File: src/rtl/ls299.sv
// ---------------------------------------------------------------------------
// ls299 -- 8-bit universal shift/storage register with 3-state I/O (LS299)
//
// Read-back/driver end of a bus register. Parallel-loads from a shared data
// bus, shifts serially in either direction, and drives its contents back onto
// the bus. The bidirectional I/O pins are split into IO_I / IO_O / IO_OE; the
// board-level wrapper resolves the tri-state bus.
//
// Ports:
//   CLK    in   1      clock, register updates on rising edge
//   nCLR   in   1      asynchronous active-low clear
//   S0,S1  in   1      mode select {S1,S0}: 00 hold, 01 shift right,
//                      10 shift left, 11 parallel load
//   nG1    in   1      output enable 1, active-low
//   nG2    in   1      output enable 2, active-low
//   DS0    in   1      serial input for shift right (enters Q[0])
//   DS7    in   1      serial input for shift left (enters Q[WIDTH-1])
//   IO_I   in   WIDTH  bus value sampled during parallel load
//   IO_O   out  WIDTH  register contents presented to the bus (never gated)
//   IO_OE  out  1      bus drive enable, 1 = drive IO_O onto the bus
//   Q0S    out  1      serial output, always Q[0] (not tri-stated)
//   Q7S    out  1      serial output, always Q[WIDTH-1] (not tri-stated)
//
// Parameters:
//   WIDTH      register width (only 8 for board use)
//   TPD_CLK_Q  clock/clear-to-output delay in ns (LS299_DELAY_EN only)
//   TPD_OE     output-enable/disable delay in ns (LS299_DELAY_EN only)
//
// Configuration macro:
//   LS299_DELAY_EN  when defined, outputs follow their sources after
//                   transport delays (simulation only). When undefined the
//                   model is zero-delay and synthesisable.
// ---------------------------------------------------------------------------
`timescale 1ns / 1ps

module ls299 #(
    parameter int unsigned WIDTH     = 8,
    parameter int          TPD_CLK_Q = 22,
    parameter int          TPD_OE    = 18
) (
    input  logic             CLK,
    input  logic             nCLR,
    input  logic             S0,
    input  logic             S1,
    input  logic             nG1,
    input  logic             nG2,
    input  logic             DS0,
    input  logic             DS7,
    input  logic [WIDTH-1:0] IO_I,
    output logic [WIDTH-1:0] IO_O,
    output logic             IO_OE,
    output logic             Q0S,
    output logic             Q7S
);

    typedef enum logic [1:0] {
        MODE_HOLD = 2'b00,
        MODE_SHR  = 2'b01,
        MODE_SHL  = 2'b10,
        MODE_LOAD = 2'b11
    } mode_e;

    // Elaboration-time sanity checks on the configuration.
    if (WIDTH < 2) begin : g_bad_width
        $error("ls299: WIDTH must be at least 2");
    end
    if (TPD_CLK_Q < 0 || TPD_OE < 0) begin : g_bad_delay
        $error("ls299: delay parameters must be non-negative");
    end

    mode_e            w_mode;
    logic [WIDTH-1:0] w_q_nxt;
    logic             w_oe;
    logic [WIDTH-1:0] r_q;

    assign w_mode = mode_e'({S1, S0});

    // Shift right moves data toward the MSB (Q[n] <= Q[n-1]); shift left
    // moves it toward the LSB. X/Z on the mode pins falls through to the
    // default and poisons Q so the fault is visible in simulation.
    always_comb begin
        w_q_nxt = r_q;
        case (w_mode)
            MODE_HOLD: w_q_nxt = r_q;
            MODE_SHR:  w_q_nxt = {r_q[WIDTH-2:0], DS0};
            MODE_SHL:  w_q_nxt = {DS7, r_q[WIDTH-1:1]};
            MODE_LOAD: w_q_nxt = IO_I;
            default:   w_q_nxt = 'x;
        endcase
    end

    always_ff @(posedge CLK or negedge nCLR) begin
        if (!nCLR) begin
            r_q <= '0;
        end else begin
            r_q <= w_q_nxt;
        end
    end

    // Drive is suppressed during parallel load so the device never drives
    // the bus it is sampling. Purely combinational; nCLR has no influence.
    assign w_oe = ~nG1 & ~nG2 & ~(S1 & S0);

`ifdef LS299_DELAY_EN
    // Non-blocking intra-assignment delays give transport behaviour: every
    // source change is replayed at the output after the full delay.
    always @(r_q) begin
        IO_O <= #(TPD_CLK_Q) r_q;
        Q0S  <= #(TPD_CLK_Q) r_q[0];
        Q7S  <= #(TPD_CLK_Q) r_q[WIDTH-1];
    end

    always @(w_oe) begin
        IO_OE <= #(TPD_OE) w_oe;
    end
`else
    assign IO_O  = r_q;
    assign Q0S   = r_q[0];
    assign Q7S   = r_q[WIDTH-1];
    assign IO_OE = w_oe;
`endif

endmodule
File: config.mk
export PLATFORM = sky130hd
export DESIGN_NAME = ls299
export DESIGN_NICKNAME = d
export VERILOG_FILES = /design/src/rtl/ls299.sv
export SDC_FILE = /design/constraint.sdc
export NUM_CORES = 1
export LEC_CHECK = 0
export ABC_CLOCK_PERIOD_IN_PS = 1100
export BUFFER_PORTS_ARGS = -buffer_cell sky130_fd_sc_hd__clkbuf_2
export CORE_AREA = 2 2 39 41
export CTS_CLUSTER_SIZE = 30
export DETAILED_ROUTE_END_ITERATION = 7
export DIE_AREA = 0 0 41 43
export PLACE_DENSITY = 0.65
export SYNTH_ARGS = -nofsm -noshare
export SYNTH_HDL_FRONTEND = slang
export SYNTH_SLANG_ARGS = --single-unit
File: constraint.sdc
create_clock -name CLK -period 1.1 [get_ports CLK]
set_clock_uncertainty 0.1 [all_clocks]
set_input_delay 0.11 -clock CLK [delete_from_list [all_inputs] [get_ports CLK]]
set_output_delay 0.11 -clock CLK [all_outputs]
set_load 0.1 [all_outputs]
After elaboration in Yosys (flattened, before gate mapping)
Index checks and enable logic that the tools add are counted.
{ "op_classes": {"bitwise": 6, "eq_ne": 3, "mux": 1, "n_reduce_logical": 1} }
{ "op_table": {"columns": ["op", "n"], "rows": [
  ["$pmux W8 S3", 1],
  ["$eq A2 B2 Y1 const B", 2],
  ["$and A1 B1 Y1", 3],
  ["$not A1 Y1", 3],
  ["$eq A2 B1 Y1 const B", 1],
  ["$logic_not A2 Y1", 1]
]} }
{ "totals": {"output_inout_bits": 11, "register_bits": 8} }

Logic depth before layout (Yosys ltp)
Gate-level depths: netlist (run 1).
{ "depth": {"word_depth": 3, "depth_mapped": 2, "ltp_nobuf": 1} }

Least setup slack after synthesis (run 1)
Ideal clock, no wire load.
{ "synth_path": {"kind": "input -> output", "start": "in S0", "end": "out IO_OE", "setup_slack_ns": -1.626, "cell_stages": 2, "required_time_ns": 0.890, "path_buffers": 1, "arrival_time_ns": 2.516, "path_cell_list": "buf_6 -> a211oi_1"} }
{ "synth_via": {"elab_chain_len": 3} }
{ "synth_lines": {"columns": ["item", "line_no", "source"], "rows": [
  ["start: declaration", "43", "input logic S0,"],
  ["$and A1 B1 Y1", "102", "assign w_oe = ~nG1 & ~nG2 & ~(S1 & S0);"],
  ["$not A1 Y1", "102", null],
  ["$and A1 B1 Y1", "102", null],
  ["end: declaration", "51", "output logic IO_OE,"]
]} }
Every way passes these cells.

Worst setup path in the final report (run 1)
{ "layout_path": {"start": "reg r_q[3], in the netlist IO_O[3]", "end": "out IO_O[3]"} }
{ "layout_rtl": {"columns": ["item", "line_no", "source"], "rows": [
  ["start: declaration", "74", "logic [WIDTH-1:0] r_q;"],
  ["start signal: assignment", "96", "r_q <= w_q_nxt;"],
  ["end: declaration", "50", "output logic [WIDTH-1:0] IO_O,"]
]} }
No word-level cell between the ends.

==> results of run 1 <==
## report_power, final
group | switching [µW] | internal (µW) | total, µW
registers | 79.3 | 401 | 480
clock network | 108 | 125 | 233
logic | 732 | 550 | 1280
## what timing repair did
action,in CTS,in global routing
endpoints found under the setup margin,18,18
hold buffers,1,0
pin swaps,0,0
gates resized for setup,8,0
endpoints found under the hold margin,8,0
## cell usage in the layout, fill, tap and decap left out
cell type,count
clkbuf_2,15
buf_12,11
dfrtp_4,8
mux4_2,8
buf_6,8
clkbuf_4,3
buf_4,3
a211oi_4,1
dlygate4sd3_1,1
## per-layer routing
metal  GRT usage, %  share of wire, %  vias to the layer above
met2          22.81                53                       20
li1               -                 -                      159
met5              0                 0                        -
met1          23.19                39                      193
met3          3.665               5.7                        4
met4          12.00               2.5                        0
## cell type report
| cell class | instances | area [µm²] | share of cell area, % |
|---|---|---|---|
| tap | 16 | 20.02 | 2.247 |
| timing repair buffer | 38 | 417.9 | 46.91 |
| multi-input combinational | 9 | 200.2 | 22.47 |
| clock buffer | 3 | 22.52 | 2.528 |
| sequential | 8 | 230.2 | 25.84 |
## worst paths after layout
kind	from	end	slack, ns	depth (start not counted)
max	IO_O[3]	IO_O[3]	-0.15	2
min	IO_I[5]	IO_O[5]	0.07	2
max reg2reg	IO_O[3]	IO_O[3]	-0.10	1
min reg2reg	IO_O[0]	IO_O[0]	0.58	1
max in group asynchronous	nCLR	IO_O[4]	0.56	2
min in group asynchronous	nCLR	IO_O[1]	0.14	2
## stage by stage
step	utilization, %	hold slack (ns)	std cells	total power (µW)
global placement	59.86	-0.1351	70	1703
CTS	64.38	0.06501	74	2010
global route	64.38	0.07317	74	2059
floorplan	-	-0.2856	21	1209
finish	64.38	0.07025	74	1995
detailed placement	59.86	-0.1292	70	1713
## logic make-up after synthesis
kind of cell,share of synthesized area [%]
mux,42.35
flops,47.06
compound gates,1.765
buf+inv,8.822
==> flow_summary.yaml, run 1 <==
clock_network:
  ctsLongestPathBuffers: 2
  cts_sinks: 8
  cts_max_level: 1
  clockRootBuffer: "clkbuf_4"
  clk_pin_slew_ns: 0.06
  insertion_delay_ns: 0.26
  cts_buffers: 3
  cts_tree: "yes"
  post_cts_buffers: 0
synthesis:
  synth-async-reset-ratio_pct: 100.0
  syn_area_per_cell_um2: 20.26
  synth_ff_type: "dfrtp_1"
  yosys_warnings: 0
  synth_fp_nets: 37
  syn_area_um2: 425.4
  synth_edf_count: 0
  synth-seq-cells: 8
  synthTopCellsByCount: "8 x dfrtp_1, 8 x mux4_2, 2 x buf_4, 2 x buf_6, 1 x a211oi_1"
  synth_area_leaders: "dfrtp_1 47%, mux4_2 42%, buf_6 5.3%, buf_4 3.5%, a211oi_1 1.8%"
  synth_top_area_share_pct: 47.06
  synth.distinct_cells: 5
  yosysSeqAreaShare_pct: 47.06
  yosys.area.top_type: "dfrtp_1"
  syn-instance-count: 21
setup_path:
  cp_slowest_cell: "dfrtp_4"
  cp_data_arrival_time_ns: 1.04
  critPathMaxStageDelay_ns: 0.50
  required_ns: 0.89
  critPathTopFamily: "flip-flops"
  crit_chain: "buf_6 > buf_12"
  startpoint_type: "flip-flop"
  crit_buf_inv: 2
  crit_fanout: 4
  endpoint_kind: "output pin"
  crit_type: "reg -> out"
cells_and_area:
  fin_nets: 76
  finish.instance_area_um2: 890.9
  drive_gt1_share_pct: 98.28
  reg_top3: "IO_O: 8 flops"
  nFillCells: 109
  diodes: 0
  area_delta_synth_final_pct: 109.4
  regMostFlops: "IO_O"
  largest_reg_flops: 8
timing:
  worst_pin_slew_ns: 0.2848
  post-route-period-util_pct: 114.0
  period_needed_ns: 1.254
  timing.final.ws_setup_ns: -0.1542
  finalHoldViolCount: 0
  rsz0062_at_grt: "true"
  drv_slew: 0
  setup_viol: 18
  setup-tns-final_ns: -2.111
  max_clock_freq_mhz: 797.3
  relSlewSlack_pct: 81.02
place:
  io_buffers: 26
  dpl_worst_slack_ns: -0.07088
  place_congestion: 0.8131
  dpl.hpwl_um: 823.5
  place_area_um2: 828.3
floorplan:
  ios: 27
  start_util_pct: 30.74
  die_w_um: 41
  die_area_mm2: 0.001763
  fp.dieH_um: 43
  rows: 14
  core_area_mm2: 0.001384
global_route:
  grt_usage_pct: 16.86
  grt_pass1_vias: 418
  grt_pass1_wl_um: 1869
  overflow: 0
  grt_antenna_before_repair: 0
  grt_max_degree: 9
pwr:
  p_leak_uw: 0.0003853
  powerDensity_mw_per_mm2: 2239
  ir_drop_uv: 1096
detailed_routing:
  ant_nets: 0
  drcViolationCount: 0
  dr.pass1.iters: 4
  num_vias: 376
  drt_iter0_drc: 5
  routed_wl_um: 1091
  vias_per_cell: 5.081
  wl_per_cell_um: 14.74
run_status:
  violations: "negative setup slack"
  status: "complete, but fails checks"
hold_path:
  hold_path.class: "in -> reg"
run:
  drv_cap: 0
No activity file was read; power rests on OpenSTA's default activity.
==> inputs of run 2 (changes only) <==
--- a/config.mk
+++ b/config.mk
@@ -12,6 +12,7 @@
 export DETAILED_ROUTE_END_ITERATION = 7
 export DIE_AREA = 0 0 41 43
 export PLACE_DENSITY = 0.65
+export RECOVER_POWER = 100
 export SYNTH_ARGS = -nofsm -noshare
 export SYNTH_HDL_FRONTEND = slang
 export SYNTH_SLANG_ARGS = --single-unit
==> flow_summary.yaml, run 2 (same netlist as run 1, synthesis figures left out) <==
cells_and_area:
  layout.area.seq_um2: 230.2
  finalNonFillerCells: 74
  finish.instance_area_um2: 882.1
  mostFrequentLayoutCells: "14 x clkbuf_2, 11 x buf_12, 8 x dfrtp_4, 8 x mux4_2, 8 x buf_6"
  nFillCells: 112
  multiInputGateArea_um2: 192.7
  regMostFlops: "IO_O"
  area_delta_synth_final_pct: 107.4
  post-route-util_pct: 63.74
  largest_reg_flops: 8
  reg_top3: "IO_O: 8 flops"
  diodes: 0
  fin_nets: 76
  layout_commonest_cell: "clkbuf_2"
  drive_gt1_share_pct: 96.55
setup_path:
  cp_data_arrival_time_ns: 1.05
  crit_fanout: 4
  crit_type: "reg -> out"
  crit_chain: "buf_6 > buf_12"
  startpoint_type: "flip-flop"
  critPathMaxStageDelay_ns: 0.50
  required_ns: 0.89
  critPathTopFamily: "flip-flops"
  endpoint_kind: "output pin"
  crit_buf_inv: 2
  cp_slowest_cell: "dfrtp_4"
floorplan:
  rows: 14
  ios: 27
  core_area_mm2: 0.001384
  fp.dieH_um: 43
  start_util_pct: 30.74
  die_w_um: 41
  die_area_mm2: 0.001763
pwr:
  ir_drop_uv: 1095
  netSwitchingFraction_pct: 46.05
  powerDensity_mw_per_mm2: 2257
  power_switching_uw: 916.7
  p_leak_uw: 0.0003817
  pwr-share-comb_pct: 64.2
  seqPwrFrac_pct: 24.1
  clock_power_share_pct: 11.7
  intPower_uw: 1074
global_route:
  grt_usage_pct: 16.86
  grt_use_met2_pct: 22.81
  grt_use_met1_pct: 23.19
  grt_antenna_before_repair: 0
  grt_max_degree: 9
  grt_pass1_vias: 418
  overflow: 0
  met3_usage_pct: 3.665
  grt_pass1_wl_um: 1869
  globalRoute.busiestLayer: "met1"
timing:
  worst_pin_slew_ns: 0.4390
  setup_viol: 18
  drv_slew: 0
  rsz0062_at_grt: "true"
  timing.final.ws_setup_ns: -0.1551
  period_needed_ns: 1.255
  relSlewSlack_pct: 70.73
  max_clock_freq_mhz: 796.7
  setup-tns-final_ns: -2.110
  post-route-period-util_pct: 114.1
  finalHoldViolCount: 0
place:
  io_buffers: 26
  dpl.hpwl_um: 823.5
  place_congestion: 0.8131
  dpl_worst_slack_ns: -0.07088
  place_area_um2: 828.3
  dpl.cell_count: 70
run_status:
  status: "complete, but fails checks"
  violations: "negative setup slack"
detailed_routing:
  drt_iter0_drc: 7
  ant_nets: 0
  wl_per_cell_um: 14.76
  routed_wl_um: 1092
  num_vias: 378
  vias_per_cell: 5.108
  dr.pass1.iters: 3
  drcViolationCount: 0
clock_network:
  cts_tree: "yes"
  insertion_delay_ns: 0.26
  cts_buffers: 3
  clk_pin_slew_ns: 0.06
  ctsLongestPathBuffers: 2
  cts_max_level: 1
  cts_sinks: 8
  post_cts_buffers: 0
  clockRootBuffer: "clkbuf_4"
run:
  drv_cap: 0
hold_path:
  hold_path.class: "in -> reg"
## run 2: cell counts in the layout (fill, tap and decap cells not counted)
No cell type changed its count.
## run 2: metal layers
| layer | vias up | part of all wire (%) |
|---|---|---|
| met2 | 20 | 53 |
| met1 | 194 | 39 |
| met3 | 4 | 5.7 |
| met5 | - | 0 |
| li1 | 160 | - |
| met4 | 0 | 2.5 |
## run 2: path summary, 6_finish.rpt
kind                       startpoint  endpoint  slack [ns]  depth (start not counted)
hold reg to reg               IO_O[0]   IO_O[0]        0.58                          1
hold / removal                IO_I[5]   IO_O[5]        0.07                          2
max in group asynchronous        nCLR   IO_O[4]        0.35                          2
setup reg to reg              IO_O[3]   IO_O[3]       -0.10                          1
min in group asynchronous        nCLR   IO_O[1]        0.21                          2
setup / recovery              IO_O[3]   IO_O[3]       -0.16                          2
## run 2: cell type report
type	count	area share [%]
clock buffer	3	2.553
tap	16	2.270
multi-input combinational	9	21.84
timing repair buffer	38	47.23
sequential	8	26.10
## run 2: metrics by stage
stage | hold slack [ns] | power, µW
6_report | 0.07032 | 1991
5_1_grt | 0.07317 | 2054
4_1_cts | 0.06501 | 2010
3_5_place_dp | -0.1292 | 1713
3_3_place_gp | -0.1351 | 1703
2_1_floorplan | -0.2856 | 1209
## run 2: power by group through the flow
| stage | logic (µW) | clock network, µW | registers (µW) |
|---|---|---|---|
| floorplan | 275 | 0 | 935 |
| global placement | 1240 | 0 | 465 |
| detailed placement | 1240 | 0 | 471 |
| CTS | 1290 | 245 | 478 |
| global route | 1310 | 252 | 493 |
| finish | 1280 | 233 | 480 |
## run 2: repair_timing
item                                   in CTS  in global routing
setup endpoints to repair                  18                 18
gates resized for setup                     8                  0
hold buffers                                1                  0
endpoints found under the hold margin       8                  0
==> inputs of run 3 (changes only) <==
--- a/config.mk
+++ b/config.mk
@@ -11,8 +11,9 @@
 export CTS_CLUSTER_SIZE = 30
 export DETAILED_ROUTE_END_ITERATION = 7
 export DIE_AREA = 0 0 41 43
-export PLACE_DENSITY = 0.65
+export PLACE_DENSITY = 0.72
 export RECOVER_POWER = 100
+export REMOVE_ABC_BUFFERS = 1
 export SYNTH_ARGS = -nofsm -noshare
 export SYNTH_HDL_FRONTEND = slang
 export SYNTH_SLANG_ARGS = --single-unit
==> flow_summary.yaml, run 3 (same netlist as run 1, synthesis figures left out) <==
cells_and_area:
  diodes: 0
  multiInputGateArea_um2: 192.7
  layout.area.seq_um2: 201.4
  nFillCells: 110
  drive_gt1_share_pct: 84.75
  regMostFlops: "IO_O"
  layout_commonest_cell: "clkbuf_2"
  mostFrequentLayoutCells: "13 x clkbuf_2, 11 x buf_12, 8 x mux4_2, 8 x buf_6, 7 x dfrtp_1"
  fin_nets: 77
  largest_reg_flops: 8
  area_delta_synth_final_pct: 102.4
  reg_top3: "IO_O: 8 flops"
timing:
  drv_slew: 0
  timing.final.ws_setup_ns: -0.09833
  setup_viol: 18
  relSlewSlack_pct: 69.68
  post-route-period-util_pct: 108.9
  finalHoldViolCount: 0
  period_needed_ns: 1.198
  worst_pin_slew_ns: 0.4547
  max_clock_freq_mhz: 834.5
  rsz0062_at_grt: "true"
  hold_ws_ns: 0.06178
clock_network:
  clockRootBuffer: "clkbuf_4"
  insertion_delay_ns: 0.26
  cts_sinks: 8
  post_cts_buffers: 0
  cts_tree: "yes"
  cts_max_level: 1
  ctsLongestPathBuffers: 2
  cts_buffers: 3
  clk_pin_slew_ns: 0.06
setup_path:
  r2r-end: "IO_O[4]"
  critPathMaxStageDelay_ns: 0.43
  startpoint_type: "flip-flop"
  startpoint: "IO_O[5]"
  rr_startpoint: "IO_O[5]"
  crit_chain: "buf_6 > buf_12"
  cp_slowest_cell: "dfrtp_1"
  critPathCapture: "IO_O[5]"
  required_ns: 0.89
  rrSetupSlack_ns: -0.05
  r2r_cells: 1
  crit_fanout: 4
  endpoint_kind: "output pin"
  crit_type: "reg -> out"
  cp_data_arrival_time_ns: 0.99
pwr:
  powerDensity_mw_per_mm2: 2285
  seqPwrFrac_pct: 22.5
  total_power_uw: 1967
  power_switching_uw: 931.7
  p_leak_uw: 0.0003930
  pwr-share-comb_pct: 65.2
  intPower_uw: 1036
  clock_power_share_pct: 12.3
  netSwitchingFraction_pct: 47.36
  ir_drop_uv: 969.7
global_route:
  overflow: 0
  grt_usage_pct: 17.01
  grt_pass1_wl_um: 1821
  grt_max_degree: 9
  grt_pass1_vias: 398
  grt_antenna_before_repair: 0
place:
  dpl.hpwl_um: 974.3
  place_congestion: 0.7690
  io_buffers: 26
floorplan:
  die_area_mm2: 0.001763
  start_util_pct: 30.74
  rows: 14
  core_area_mm2: 0.001384
  ios: 27
  fp.dieH_um: 43
  die_w_um: 41
detailed_routing:
  routed_wl_um: 1216
  num_vias: 364
  drt_iter0_drc: 6
  ant_nets: 0
  dr.pass1.iters: 2
  vias_per_cell: 4.853
  drcViolationCount: 0
  wl_per_cell_um: 16.21
run_status:
  status: "complete, but fails checks"
  violations: "negative setup slack"
run:
  drv_cap: 0
hold_path:
  hold_path_depth: 2
  hold_path.class: "in -> reg"
## run 3: cell types whose count changed in the layout (fill, tap and decap cells not counted)
cell / before / now
buf_2: 0 / 1
buf_4: 3 / 4
clkbuf_2: 14 / 13
dfrtp_1: 0 / 7
dfrtp_2: 0 / 1
dfrtp_4: 8 / 0
## run 3: worst min-delay path by stage
stage / to / from / slack, ns
5_1_grt: IO_O[7] / IO_I[7] / 0.07
2_1_floorplan: IO_O[0] / nCLR / -0.29
6_report: IO_O[7] / IO_I[7] / 0.06
4_1_cts: IO_O[6] / IO_I[6] / 0.06
3_5_place_dp: IO_O[1] / nCLR / -0.13
3_3_place_gp: IO_O[3] / nCLR / -0.14
## run 3: repair_timing
item | in CTS | in global routing
gates resized for setup | 9 | 2
gates cloned | 0 | 0
hold endpoints to repair | 8 | 0
endpoints found under the setup margin | 18 | 19
hold buffers | 1 | 0
## run 3: power by group through the flow
stage | Sequential (µW) | Clock [µW] | Combinational, µW
5_1_grt | 451 | 254 | 1320
2_1_floorplan | 975 | 0 | 129
3_5_place_dp | 431 | 0 | 1250
3_3_place_gp | 425 | 0 | 1240
4_1_cts | 440 | 247 | 1290
6_report | 443 | 242 | 1280
## run 3: critical path, delay by kind of cell, from the launching register on
family                 cells  cell delay [ns]
flip-flops                 1             0.43
buffers and inverters      2             0.29
## run 3: final cells by class
| cell class | instances | share of cell area, % |
|---|---|---|
| clock buffers | 3 | 2.616 |
| multi-input cells | 9 | 22.38 |
| flip-flops and latches | 8 | 23.40 |
| well taps | 16 | 2.326 |
| repair buffers | 39 | 49.27 |
## run 3: stage by stage
step	worst slack (ns)	std cells	setup TNS (ns)	cell area [µm²]	utilization, %
2_1_floorplan	-1.478	17	-10.06	387.9	-
3_3_place_gp	-0.01742	71	-0.02017	793.3	57.32
3_5_place_dp	-0.02808	71	-0.08706	793.3	57.32
4_1_cts	-0.1107	75	-1.118	860.8	62.21
5_1_grt	-0.1222	75	-1.355	860.8	62.21
6_report	-0.09833	75	-1.026	860.8	62.21
## run 3: layer usage
| metal | routed length [µm] | part of all wire [%] | GRT usage (%) | up-vias |
|---|---|---|---|---|
| li1 | - | - | - | 162 |
| met1 | 469 | 39 | 19.35 | 170 |
| met2 | 553 | 45 | 23.44 | 28 |
| met3 | 157 | 13 | 8.901 | 4 |
| met4 | 36 | 3.0 | 12.00 | 0 |
| met5 | 0 | 0 | 0 | - |
